## config.mk

```make
export PLATFORM = sky130hd
export DESIGN_NAME = mem_ctrl
export DESIGN_NICKNAME = d
export VERILOG_FILES = /design/src/rtl/mem_ctrl.sv
export SDC_FILE = /design/constraint.sdc
export NUM_CORES = 1
export LEC_CHECK = 0
export ABC_CLOCK_PERIOD_IN_PS = 3260
export BUFFER_PORTS_ARGS = -buffer_cell sky130_fd_sc_hd__buf_4
export CAP_MARGIN = 25
export CORE_MARGIN = 2
export CORE_UTILIZATION = 54
export DETAILED_ROUTE_END_ITERATION = 6
export PLACE_DENSITY_LB_ADDON = 0.08
export SYNTH_ARGS = -nofsm -noshare
export SYNTH_HDL_FRONTEND = slang
export SYNTH_SLANG_ARGS = --single-unit
```

## constraint.sdc

```tcl
create_clock -name clk -period 3.26 [get_ports clk]
set_clock_uncertainty 0.2 [all_clocks]
set_input_delay 0.489 -clock clk [delete_from_list [all_inputs] [get_ports clk]]
set_output_delay 0.489 -clock clk [all_outputs]
set_load 0.02 [all_outputs]
```

## src/rtl/mem_ctrl.sv

```systemverilog
// mem_ctrl: byte-serial RAM sequencer shared by instruction fetch and the MEM stage.
// Every access is split into byte beats on a single 8-bit RAM port. Load bytes are
// gathered little-endian and then sign/zero-extended. The winning requester gets a
// one-cycle done pulse.
//
//   state    | meaning
//   ---------+-----------------------------------------------------------
//   S_IDLE   | waiting for a request; arbitration happens here
//   S_IF_RD  | 4-byte instruction read in progress (abortable by flush)
//   S_MEM_RD | MEM load of 1/2/4 bytes in progress
//   S_MEM_WR | MEM store of 1/2/4 bytes in progress, one write beat per cycle
module mem_ctrl #(
  parameter int ADDR_W    = 32,
  parameter bit MEM_FIRST = 1'b1
) (
  input  logic              clk,
  input  logic              rst,
  input  logic              rdy,
  input  logic              if_req_i,
  input  logic [ADDR_W-1:0] if_addr_i,
  input  logic              if_flush_i,
  output logic              if_done_o,
  output logic [31:0]       if_rdata_o,
  input  logic              mem_req_i,
  input  logic              mem_we_i,
  input  logic [1:0]        mem_size_i,
  input  logic              mem_signed_i,
  input  logic [ADDR_W-1:0] mem_addr_i,
  input  logic [31:0]       mem_wdata_i,
  output logic              mem_done_o,
  output logic [31:0]       mem_rdata_o,
  input  logic [7:0]        ram_din_i,
  output logic [ADDR_W-1:0] ram_a_o,
  output logic [7:0]        ram_dout_o,
  output logic              ram_wr_o
);

  localparam logic [1:0] S_IDLE   = 2'd0;
  localparam logic [1:0] S_IF_RD  = 2'd1;
  localparam logic [1:0] S_MEM_RD = 2'd2;
  localparam logic [1:0] S_MEM_WR = 2'd3;

  localparam logic [ADDR_W-1:0] A_ONE = {{(ADDR_W-1){1'b0}}, 1'b1};

  logic [1:0]  state;
  logic [2:0]  cnt;
  logic [2:0]  nbytes;
  logic        sgn_q;
  logic [31:0] wdata_q;
  logic [31:0] lanes;
  logic        wr_q;

  logic [2:0]  cnt_inc;
  logic [31:0] lanes_nxt;
  logic [7:0]  wbyte_nxt;
  logic        if_ok;
  logic        pick_mem;
  logic        pick_if;
  logic        done_busy;

  function automatic logic [2:0] size_bytes(input logic [1:0] sz);
    case (sz)
      2'b00:   return 3'd1;
      2'b01:   return 3'd2;
      default: return 3'd4;
    endcase
  endfunction

  function automatic logic [31:0] extend(input logic [31:0] w, input logic [2:0] n, input logic s);
    case (n)
      3'd1:    return {{24{s & w[7]}}, w[7:0]};
      3'd2:    return {{16{s & w[15]}}, w[15:0]};
      default: return w;
    endcase
  endfunction

  // Read data lags its address by one cycle, so the byte landing now belongs to lane cnt-1.
  always_comb begin
    lanes_nxt = lanes;
    case (cnt)
      3'd1:    lanes_nxt[7:0]   = ram_din_i;
      3'd2:    lanes_nxt[15:8]  = ram_din_i;
      3'd3:    lanes_nxt[23:16] = ram_din_i;
      3'd4:    lanes_nxt[31:24] = ram_din_i;
      default: lanes_nxt = lanes;
    endcase
  end

  // Next store byte and arbitration; a flush makes the IF request ineligible this cycle.
  always_comb begin
    cnt_inc = cnt + 3'd1;
    case (cnt)
      3'd0:    wbyte_nxt = wdata_q[15:8];
      3'd1:    wbyte_nxt = wdata_q[23:16];
      default: wbyte_nxt = wdata_q[31:24];
    endcase
    if_ok     = if_req_i & ~if_flush_i;
    pick_mem  = mem_req_i & (MEM_FIRST | ~if_ok);
    pick_if   = if_ok & ~pick_mem;
    done_busy = if_done_o | mem_done_o;
  end

  // Write strobe is dropped immediately while the controller is frozen.
  assign ram_wr_o = wr_q & rdy;

  // Main sequencer; rdy=0 freezes every register.
  always_ff @(posedge clk) begin
    if (rst) begin
      state       <= S_IDLE;
      cnt         <= 3'd0;
      nbytes      <= 3'd0;
      sgn_q       <= 1'b0;
      wdata_q     <= 32'd0;
      lanes       <= 32'd0;
      wr_q        <= 1'b0;
      ram_a_o     <= '0;
      ram_dout_o  <= 8'd0;
      if_done_o   <= 1'b0;
      if_rdata_o  <= 32'd0;
      mem_done_o  <= 1'b0;
      mem_rdata_o <= 32'd0;
    end else if (rdy) begin
      if_done_o  <= 1'b0;
      mem_done_o <= 1'b0;
      case (state)
        S_IDLE: begin
          if (!done_busy && pick_mem) begin
            state   <= mem_we_i ? S_MEM_WR : S_MEM_RD;
            ram_a_o <= mem_addr_i;
            cnt     <= 3'd0;
            nbytes  <= size_bytes(mem_size_i);
            sgn_q   <= mem_signed_i;
            wdata_q <= mem_wdata_i;
            if (mem_we_i) begin
              ram_dout_o <= mem_wdata_i[7:0];
              wr_q       <= 1'b1;
            end
          end else if (!done_busy && pick_if) begin
            state   <= S_IF_RD;
            ram_a_o <= if_addr_i;
            cnt     <= 3'd0;
            nbytes  <= 3'd4;
            sgn_q   <= 1'b0;
          end
        end
        S_IF_RD, S_MEM_RD: begin
          if (state == S_IF_RD && if_flush_i) begin
            state <= S_IDLE;
            cnt   <= 3'd0;
          end else begin
            cnt <= cnt_inc;
            if (cnt_inc < nbytes)
              ram_a_o <= ram_a_o + A_ONE;
            if (cnt != 3'd0)
              lanes <= lanes_nxt;
            if (cnt == nbytes) begin
              state <= S_IDLE;
              cnt   <= 3'd0;
              if (state == S_IF_RD) begin
                if_done_o  <= 1'b1;
                if_rdata_o <= lanes_nxt;
              end else begin
                mem_done_o  <= 1'b1;
                mem_rdata_o <= extend(lanes_nxt, nbytes, sgn_q);
              end
            end
          end
        end
        S_MEM_WR: begin
          if (cnt_inc < nbytes) begin
            ram_a_o    <= ram_a_o + A_ONE;
            ram_dout_o <= wbyte_nxt;
            wr_q       <= 1'b1;
            cnt        <= cnt_inc;
          end else begin
            wr_q       <= 1'b0;
            mem_done_o <= 1'b1;
            state      <= S_IDLE;
            cnt        <= 3'd0;
          end
        end
        default: state <= S_IDLE;
      endcase
    end
  end

endmodule
```

==> results by stage, run 1 <==
Flow run:
- The max-capacitance violation count is 0.

Yosys:
- In the post-synthesis netlist, the cell with the most instances is dfxtp_1.
- By area the synthesized netlist is led by dfxtp_1 40%, nand2_1 6.4%, mux2i_1 6.1%, nor2_1 5.7%, a211oi_2 5.6%.
- Counting instances in the post-synthesis netlist gives the leading cell types as 172 x dfxtp_1, 147 x nand2_1, 131 x nor2_1.
- The sequential-to-total area share from yosys stat is 0.398.
- The primary flip-flop cell chosen by synthesis mapping is dfxtp_1.
- The top cell type's share of synthesized area is 0.398.
- After synthesis, the mean cell area works out to 8.31 µm².
- The synthesized design contains 172 register bits.
- The synthesized netlist contains 63 unique library cells.
- The largest family of logic cells by synthesized area is simple AND/OR/NAND/NOR gates.
- The portion of netlist area occupied by mux cells is 0.0679.
- The combined area of all synthesized cells is about 8600 µm².
- For this run, the number of Yosys warnings is 0.
- The synthesized design contains 0 enable-type register cells.
- The biggest area consumer among synthesized cells is dfxtp_1.
- Of the total synthesized cell area, the portion taken by XOR and XNOR cells is 0.00304.
- The share of synthesized cell area in and, or, nand and nor gates is 0.231.
- The synthesized-area fraction occupied by ao, oa, aoi and oai cells was 0.230.
- The count of mapped cells out of synthesis is 1040.
- The number of nets in the synthesized netlist is 1168.
- The share of async-settable or async-resettable flops after synthesis is 0.
- The adder and majority cell fraction of the synthesized area is 0.0203.

Routing:
- The final route contains 8383 vias.
- The starting DRC count in detailed routing is about 530.
- Dividing the detail-routed wire length by the instance count gives ~17 µm.
- For this run, design rule violations remaining after detail routing come to 0.
- The total routed wirelength is 24400 µm.
- In the routed layout, each cell is associated on average with a via count of about 5.7.
- For this run, the detailed router's first-pass iteration total came to 5.
- In this run the remaining antenna-violating nets after routing total 0.

Timing:
- The total negative slack for setup checks is 0 ns.
- Setup repair after global routing left no endpoint under its margin.
- The final worst-path cycle share is 0.935.
- The number of failing hold endpoints at the final stage came to 0.
- Static timing analysis puts the maximum clock frequency at about 330 MHz.
- In this run the tightest slew margin relative to its limit is 0.308.
- The slew at the pin closest to its max-slew limit is 1.04 ns.
- The final setup violation count is 0.
- Counting I/O delays and the setup requirement, the final critical path takes 3.05 ns.
- The max-slew violation total from the final report was 0.

Worst setup path:
- The worst setup path is captured at a register.
- The logic depth of the worst register-to-register path is 8.
- The largest incremental delay on the critical path is 0.81 ns.
- The register-to-register setup slack is 0.21 ns.
- The data required time at the worst endpoint is 3.40 ns.
- In this run the critical register-to-register path is launched from cnt[0]$_SDFFE_PP0P_.
- STA classifies the critical path startpoint as a register.
- The signal on the critical path passes through inv_1 -> ha_1 -> nor2b_1 -> mux2i_1 -> nor4_4 -> nor2_1 -> buf_4 -> a211oi_2.
- The largest driver fanout on the critical path is 8.
- Counting both buffers and inverters, the worst setup path holds a total of 2.
- The category of the most critical setup path is register to register.
- Data arrives at the worst endpoint at between 3 and 4 ns.
- The endpoint identified for the worst register-to-register timing path is mem_rdata_o[24]$_SDFFE_PP0P_.
- Among cell families on the critical path, the largest total delay comes from simple AND/OR/NAND/NOR gates.
- Among all stages on the critical path, the largest delay is contributed by nor2b_1.

Hold path:
- For hold timing, the worst endpoint is wdata_q[22]$_SDFFE_PP0P_.
- In this run the most critical hold path is launched from mem_wdata_i[22].
- The number of stages on the worst hold path is 3.
- The worst hold-check path type is input pin to register.

Placement:
- Detailed placement finished with a half-perimeter wire length of 17200 µm.
- The routability congestion estimate is between 0.9 and 1.
- Port buffering added 220 buffers.

Power:
- Of the total power, the share spent switching nets is 0.297.
- Of the total power, registers draw 0.439.
- The reported net switching power is 0.00158 W.
- The design internal power is 0.00373 W.
- The relative contribution of combinational cells to total power is 0.197.
- For this design the ratio of total power to cell area is 480 nW/µm².
- The peak ir drop on the vdd network is about 0.42 mV.
- Of the total power, the clock network draws 0.364.
- Summed over all cells, the static leakage comes to 4.38 nW.

CTS:
- In this run the number of H-tree levels came out at 4.
- Buffers inserted to repair hold after CTS numbered 0.
- TritonCTS built the clock tree.
- After clock tree synthesis, the setup repair step added 0 buffers.
- The cell sitting at the root of the clock tree is a clkbuf_16.
- The maximum buffer depth of the clock tree is 2.
- The count of cells resized by post-cts repair is 0.
- The clock insertion delay at the later pin of the skew report is 0.42 ns.
- Buffers inserted during clock tree synthesis total 17.
- The CTS sink count is 172.
- After clock tree synthesis, the clock-pin slew on the worst setup and hold paths is roughly 0.060 ns.

Global route:
- The pin count of the biggest net entering global routing is 62.
- The overall routing resource usage is 0.286.
- The via count of the first global-routing pass came to just under 8000.
- Summed over all layers, the global routing overflow is 0.
- The global-route wire length before repair is 39100 µm.
- The number of antenna violations at the first check in global routing is 0.

Floorplanning:
- The die is between 100 and 150 µm wide.
- The floorplan step defined a die boundary enclosing roughly 17000 µm².
- The initial utilization of the core area, before any placement, comes to 0.548.
- The core area is 15800 µm².
- The boundary pin count is 221.
- After floorplanning, the core was divided into 46 placement rows.
- The overall die height is 130 µm.

Layout:
- The post-layout utilization of the core is 0.701.
- The final layout contains between 1000 and 1500 nets.
- Of the cells placed in the final design, the portion with a size suffix greater than 1 is 0.279.
- The number of diodes is 0.
- Relative to the synthesized area, the layout overhead comes to 28.0%.

Outcome:
- The run finished with clean final reports.
[layer usage]
metal  global-route usage  vias to the layer above  wire length (µm)
li1                     -                     4123                 -
met1                0.378                     3949             10700
met2                0.476                      283             11800
met3               0.0615                       28              1460
met4               0.0757                        0               399
met5                    0                        -                 0
[stage by stage]
step / worst slack (ns) / total power, W / hold WS (ns) / instance area [µm²] / cells
after CTS: 0.157 / 0.00533 / 0.101 / 11100 / 1461
after global placement: 0.316 / 0.00340 / 0.242 / 10500 / 1429
after floorplan: 0.657 / 0.00298 / 0.236 / 8640 / 1040
after detailed placement: 0.179 / 0.00341 / 0.247 / 10500 / 1429
final: 0.212 / 0.00531 / 0.115 / 11100 / 1462
after global routing: 0.0330 / 0.00555 / 0.0988 / 11100 / 1462
[area by class of cell]
type	count	area, µm²
clock buffers	19	443
clock inverters	13	115
fillers	1358	4710
inverters	18	67.6
multi-input cells	773	4820
flip-flops and latches	172	3440
well taps	216	270
repair buffers	251	1900
[sequential cells by signal (all words and copies together) (netlist names), 2 cells and up]
signal / flops
wdata_q: 24
lanes: 32
ram_a_o: 32
mem_rdata_o: 32
ram_dout_o: 8
nbytes: 3
if_rdata_o: 32
state: 2
cnt: 3
[tightest hold or removal path, cell delays in order]
cell and delay, ns:
buf_4 0.11, nand2_1 0.04, a21oi_1 0.05
[cells in the final DEF, fill, tap and decap left out, drive strengths merged, types with 14 or more instances in the layout]
cell | netlist | final
nand2 | 147 | 147
nor2 | 131 | 131
inv | 16 | 19
nor3 | 25 | 25
dfxtp | 172 | 172
a211oi | 65 | 65
nand4 | 14 | 14
ha | 14 | 14
mux2i | 53 | 53
buf | 22 | 251
nand3 | 36 | 36
o21ai | 41 | 41
a21oi | 93 | 93
clkbuf | 55 | 19
[cell families (layout without fill, tap and decap cells)]
| kind of cell | count (synthesis) | in the layout |
|---|---|---|
| xor gates and xnor gates | 3 | 3 |
| DFF | 172 | 172 |
| adders and majority gates | 14 | 14 |
| muxes | 58 | 58 |
| AOI/OAI and AO/OA | 272 | 272 |
| buffers and inverters | 95 | 301 |
| and+or+nand+nor | 426 | 426 |
[power groups by stage]
stage	clock network (W)	registers [W]	logic [W]
final	0.00193	0.00233	0.00105
after global routing	0.00206	0.00235	0.00114
after CTS	0.00196	0.00233	0.00104
after detailed placement	0	0.00237	0.00104
after global placement	0	0.00237	0.00102
after floorplan	0	0.00246	0.000517
[worst max-delay path by stage]
stage | start | to | slack (ns) | cells after the start
floorplan | cnt[0]$_SDFFE_PP0P_ | ram_a_o[24]$_SDFFE_PP0P_ | 0.66 | 10
CTS | cnt[0]$_SDFFE_PP0P_ | mem_rdata_o[31]$_SDFFE_PP0P_ | 0.16 | 8
finish | cnt[0]$_SDFFE_PP0P_ | mem_rdata_o[24]$_SDFFE_PP0P_ | 0.21 | 8
global route | cnt[0]$_SDFFE_PP0P_ | mem_rdata_o[17]$_SDFFE_PP0P_ | 0.03 | 8
detailed placement | cnt[0]$_SDFFE_PP0P_ | mem_rdata_o[31]$_SDFFE_PP0P_ | 0.18 | 8
global placement | cnt[0]$_SDFFE_PP0P_ | mem_rdata_o[16]$_SDFFE_PP0P_ | 0.32 | 8
No activity file was read; power rests on OpenSTA's default activity.
==> run 2, diff against run 1 <==
Settings changed: CORE_ASPECT_RATIO set to 1.2.
==> run 2 against run 1 <==
  * Clock power rose by 7%
  * Sequential power about the same
  * Largest cell class unchanged
  * Die area about the same
  * Count of clock-buffer cells in the layout did not move
  * Cell count is 0.89% lower
  * Flip-flop and latch count did not move
  * Via count shrank 0.70%
  * Global-route usage fell by 0.45 points
  * Register-to-register slack gained 0.07 ns
  * Critical endpoint is now ram_a_o[10]$_SDFFE_PP0P_
==> results by stage, run 2 (synthesized netlist as in run 1, its figures left out) <==
Outcome:
- The run finished with clean final reports.

CTS:
- The clock transition at the register clock pins on the worst setup and hold paths after CTS is 0.07 ns (about the same).
- The number of buffers created by CTS is 17 (unchanged).
- The number of setup buffers added after CTS is 0 (unchanged).
- The level count of the clock H-tree is 4 (unchanged).
- TritonCTS built the clock tree.
- The root buffer cell chosen for the clock tree is clkbuf_16.
- The count of cells resized by post-cts repair came to 0 (unchanged).
- The clock insertion delay at the later pin of the skew report is 0.43 ns (about the same).
- The number of buffers added to fix hold violations after cts is 0 (unchanged).
- The CTS sink count is 172 (unchanged).
- The maximum buffer depth of the clock tree is 2 (unchanged).

Power:
- The ratio of total power to cell area is 493 nW/µm² (+2.6%).
- The total power draw came to 0.00544 W (+2.5%).
- The peak ir drop on the vdd network is 0.379 mV (-9.3%).
- The static leakage is 4.38 nW (about the same).

Timing:
- The top achievable clock speed is 336 MHz (+2.3%).
- The final critical path time including I/O delays and setup is 2.98 ns (-0.0682 ns).
- The headroom to the max-slew limit is 0.331 (+0.0236).
- Setup repair after global routing left no endpoint under its margin.
- The worst hold slack across all endpoints is 0.0929 ns (-0.0225 ns).
- The max-slew violation total from the final report is 0 (unchanged).
- The final worst-path cycle share was 0.914 (-0.0209).
- The final setup violation count was 0 (unchanged).
- The slew at the pin closest to its max-slew limit is 0.997 ns (-0.0392 ns).
- The total negative slack for setup checks is 0 ns (unchanged).
- The number of failing hold endpoints at the final stage is 0 (unchanged).

Routing:
- The total routed wirelength was 24400 µm (+0.11%).
- The routed wirelength normalized by instance count is 16.9 µm (+1.0%).
- The total iterations of the first detailed-routing run is 5 (unchanged).
- The number of remaining DRC errors came to 0 (unchanged).
- The ratio of routed vias to standard cells was 5.74 (+0.19%).
- The starting DRC count in detailed routing is 669 (+26%).
- The number of nets with antenna violations after routing is 0 (unchanged).
- The vias after detailed routing was 8324 (-0.70%).

Hold path:
- The worst hold-check path type is input pin to register.

Floorplanning:
- The overall die height was 143 µm (+9.3%).
- The core area is 15600 µm² (-0.82%).
- The boundary pin count came to 221 (unchanged).
- The total number of placement rows is 50 (+8.7%).
- The die outline area came to 17000 µm² (about the same).
- The horizontal die dimension is 119 µm (-8.4%).
- The starting utilization of the core area is 0.552 (+0.00456).

Placement:
- The half-perimeter wire length after detailed placement is 17400 µm (+1.1%).
- The placed instance area came to 10400 µm² (-0.44%).
- The cell count after placement is 1417 (-0.84%).
- The routability congestion estimate is 0.890 (-2.2%).
- The number of port buffers is 220 (unchanged).

Layout:
- In the layout the commonest cells are 244 x buf_4, 172 x dfxtp_1, 147 x nand2_1.
- The filler cell count is 1343 (-1.1%).
- The post-route non-filler standard cell count was 1449 (-0.89%).
- The leading cell type in the layout, fill and taps excluded is buf_4.
- The layout net count came to 1356 (-0.37%).
- The number of diodes is 0 (unchanged).
- The cell area after layout is 11100 µm² (about the same).
- The signed area change from the synthesized netlist to the final layout is 27.9% (about the same).
- The proportion of layout cells with a drive suffix above 1 was 0.276 (-0.00290).

Global route:
- The global-route wire length before repair is 38900 µm (-0.46%).
- The overall routing resource usage is 0.281 (-0.00454).
- The number of antenna violations at the first check in global routing came to 0 (unchanged).
- The via count of the first global-routing pass was 7754 (-1.4%).
- The total overflow reported by the global router is 0 (unchanged).
- The routing usage on met1 was 0.350 (-0.0279).
- The pin count of the biggest net entering global routing was 62 (unchanged).
- The global-route met2 utilization is 0.482 (+0.00630).
- The met3 usage was 0.0577 (-0.00379).
- The global routing stage identified its most utilized layer as met2.

Worst setup path:
- The critical path in this run is classified as register to register.
- The data arrival time of the critical path is 3.10 ns (-0.09 ns).
- The largest driver fanout on the critical path came to 32 (+24).
- The critical path endpoint category is a register.
- The nature of the critical path startpoint is a register.
- The data required time at the worst endpoint is 3.38 ns (-0.02 ns).

Flow run:
- The max-capacitance violation count came to 0 (unchanged).
run 2: cell types whose count changed in the layout (fill, tap and decap cells not counted), sizes merged:
cell	delta
clkinv	-1
buf	-5
bufinv	+1
clkinvlp	-2
inv	+2
run 2: per-stage QoR:
step                utilization  setup WS, ns
finish                    0.707         0.280
global route              0.707         0.119
CTS                       0.707         0.303
detailed placement        0.668         0.345
global placement          0.668         0.491
floorplan                     -         0.657
run 2: where the power goes:
| part | switching (W) | leakage, nW | internal, W |
|---|---|---|---|
| clock | 0.000900 | 0.294 | 0.00117 |
| combinational | 0.000608 | 2.70 | 0.000430 |
| sequential | 0.000115 | 1.39 | 0.00222 |
| total | 0.00162 | 4.38 | 0.00382 |
run 2: worst paths after layout:
check	startpoint	end	slack (ns)	depth (start not counted)
max	cnt[2]$_SDFFE_PP0P_	ram_a_o[10]$_SDFFE_PP0P_	0.28	10
min	mem_wdata_i[13]	wdata_q[13]$_SDFFE_PP0P_	0.09	3
max reg2reg	cnt[2]$_SDFFE_PP0P_	ram_a_o[10]$_SDFFE_PP0P_	0.28	10
min reg2reg	lanes[20]$_SDFFE_PP0P_	lanes[20]$_SDFFE_PP0P_	0.25	2
run 2: cell type report:
| type | count | area [µm²] | share of cell area |
|---|---|---|---|
| multi-input combinational | 773 | 4810 | 0.436 |
| sequential | 172 | 3440 | 0.312 |
| timing repair buffer | 246 | 1860 | 0.169 |
| clock buffer | 19 | 443 | 0.0401 |
| tap | 208 | 260 | 0.0236 |
| clock inverter | 13 | 159 | 0.0144 |
| inverter | 18 | 67.6 | 0.00611 |
run 2: per-layer routing:
layer / wire [µm] / share of wire
met1: 10300 / 0.42
met2: 12100 / 0.50
met3: 1490 / 0.061
met4: 544 / 0.022
met5: 0 / 0
run 2: critical path, stage by stage (launching register included):
cell and delay [ns]:
dfxtp_1 0.49, inv_2 0.18, ha_1 0.34, inv_1 0.05, ha_1 0.29, a21oi_1 0.18, and3_1 0.21, o21a_1 0.12
buf_4 0.32, o21ai_0 0.18, a32o_1 0.30
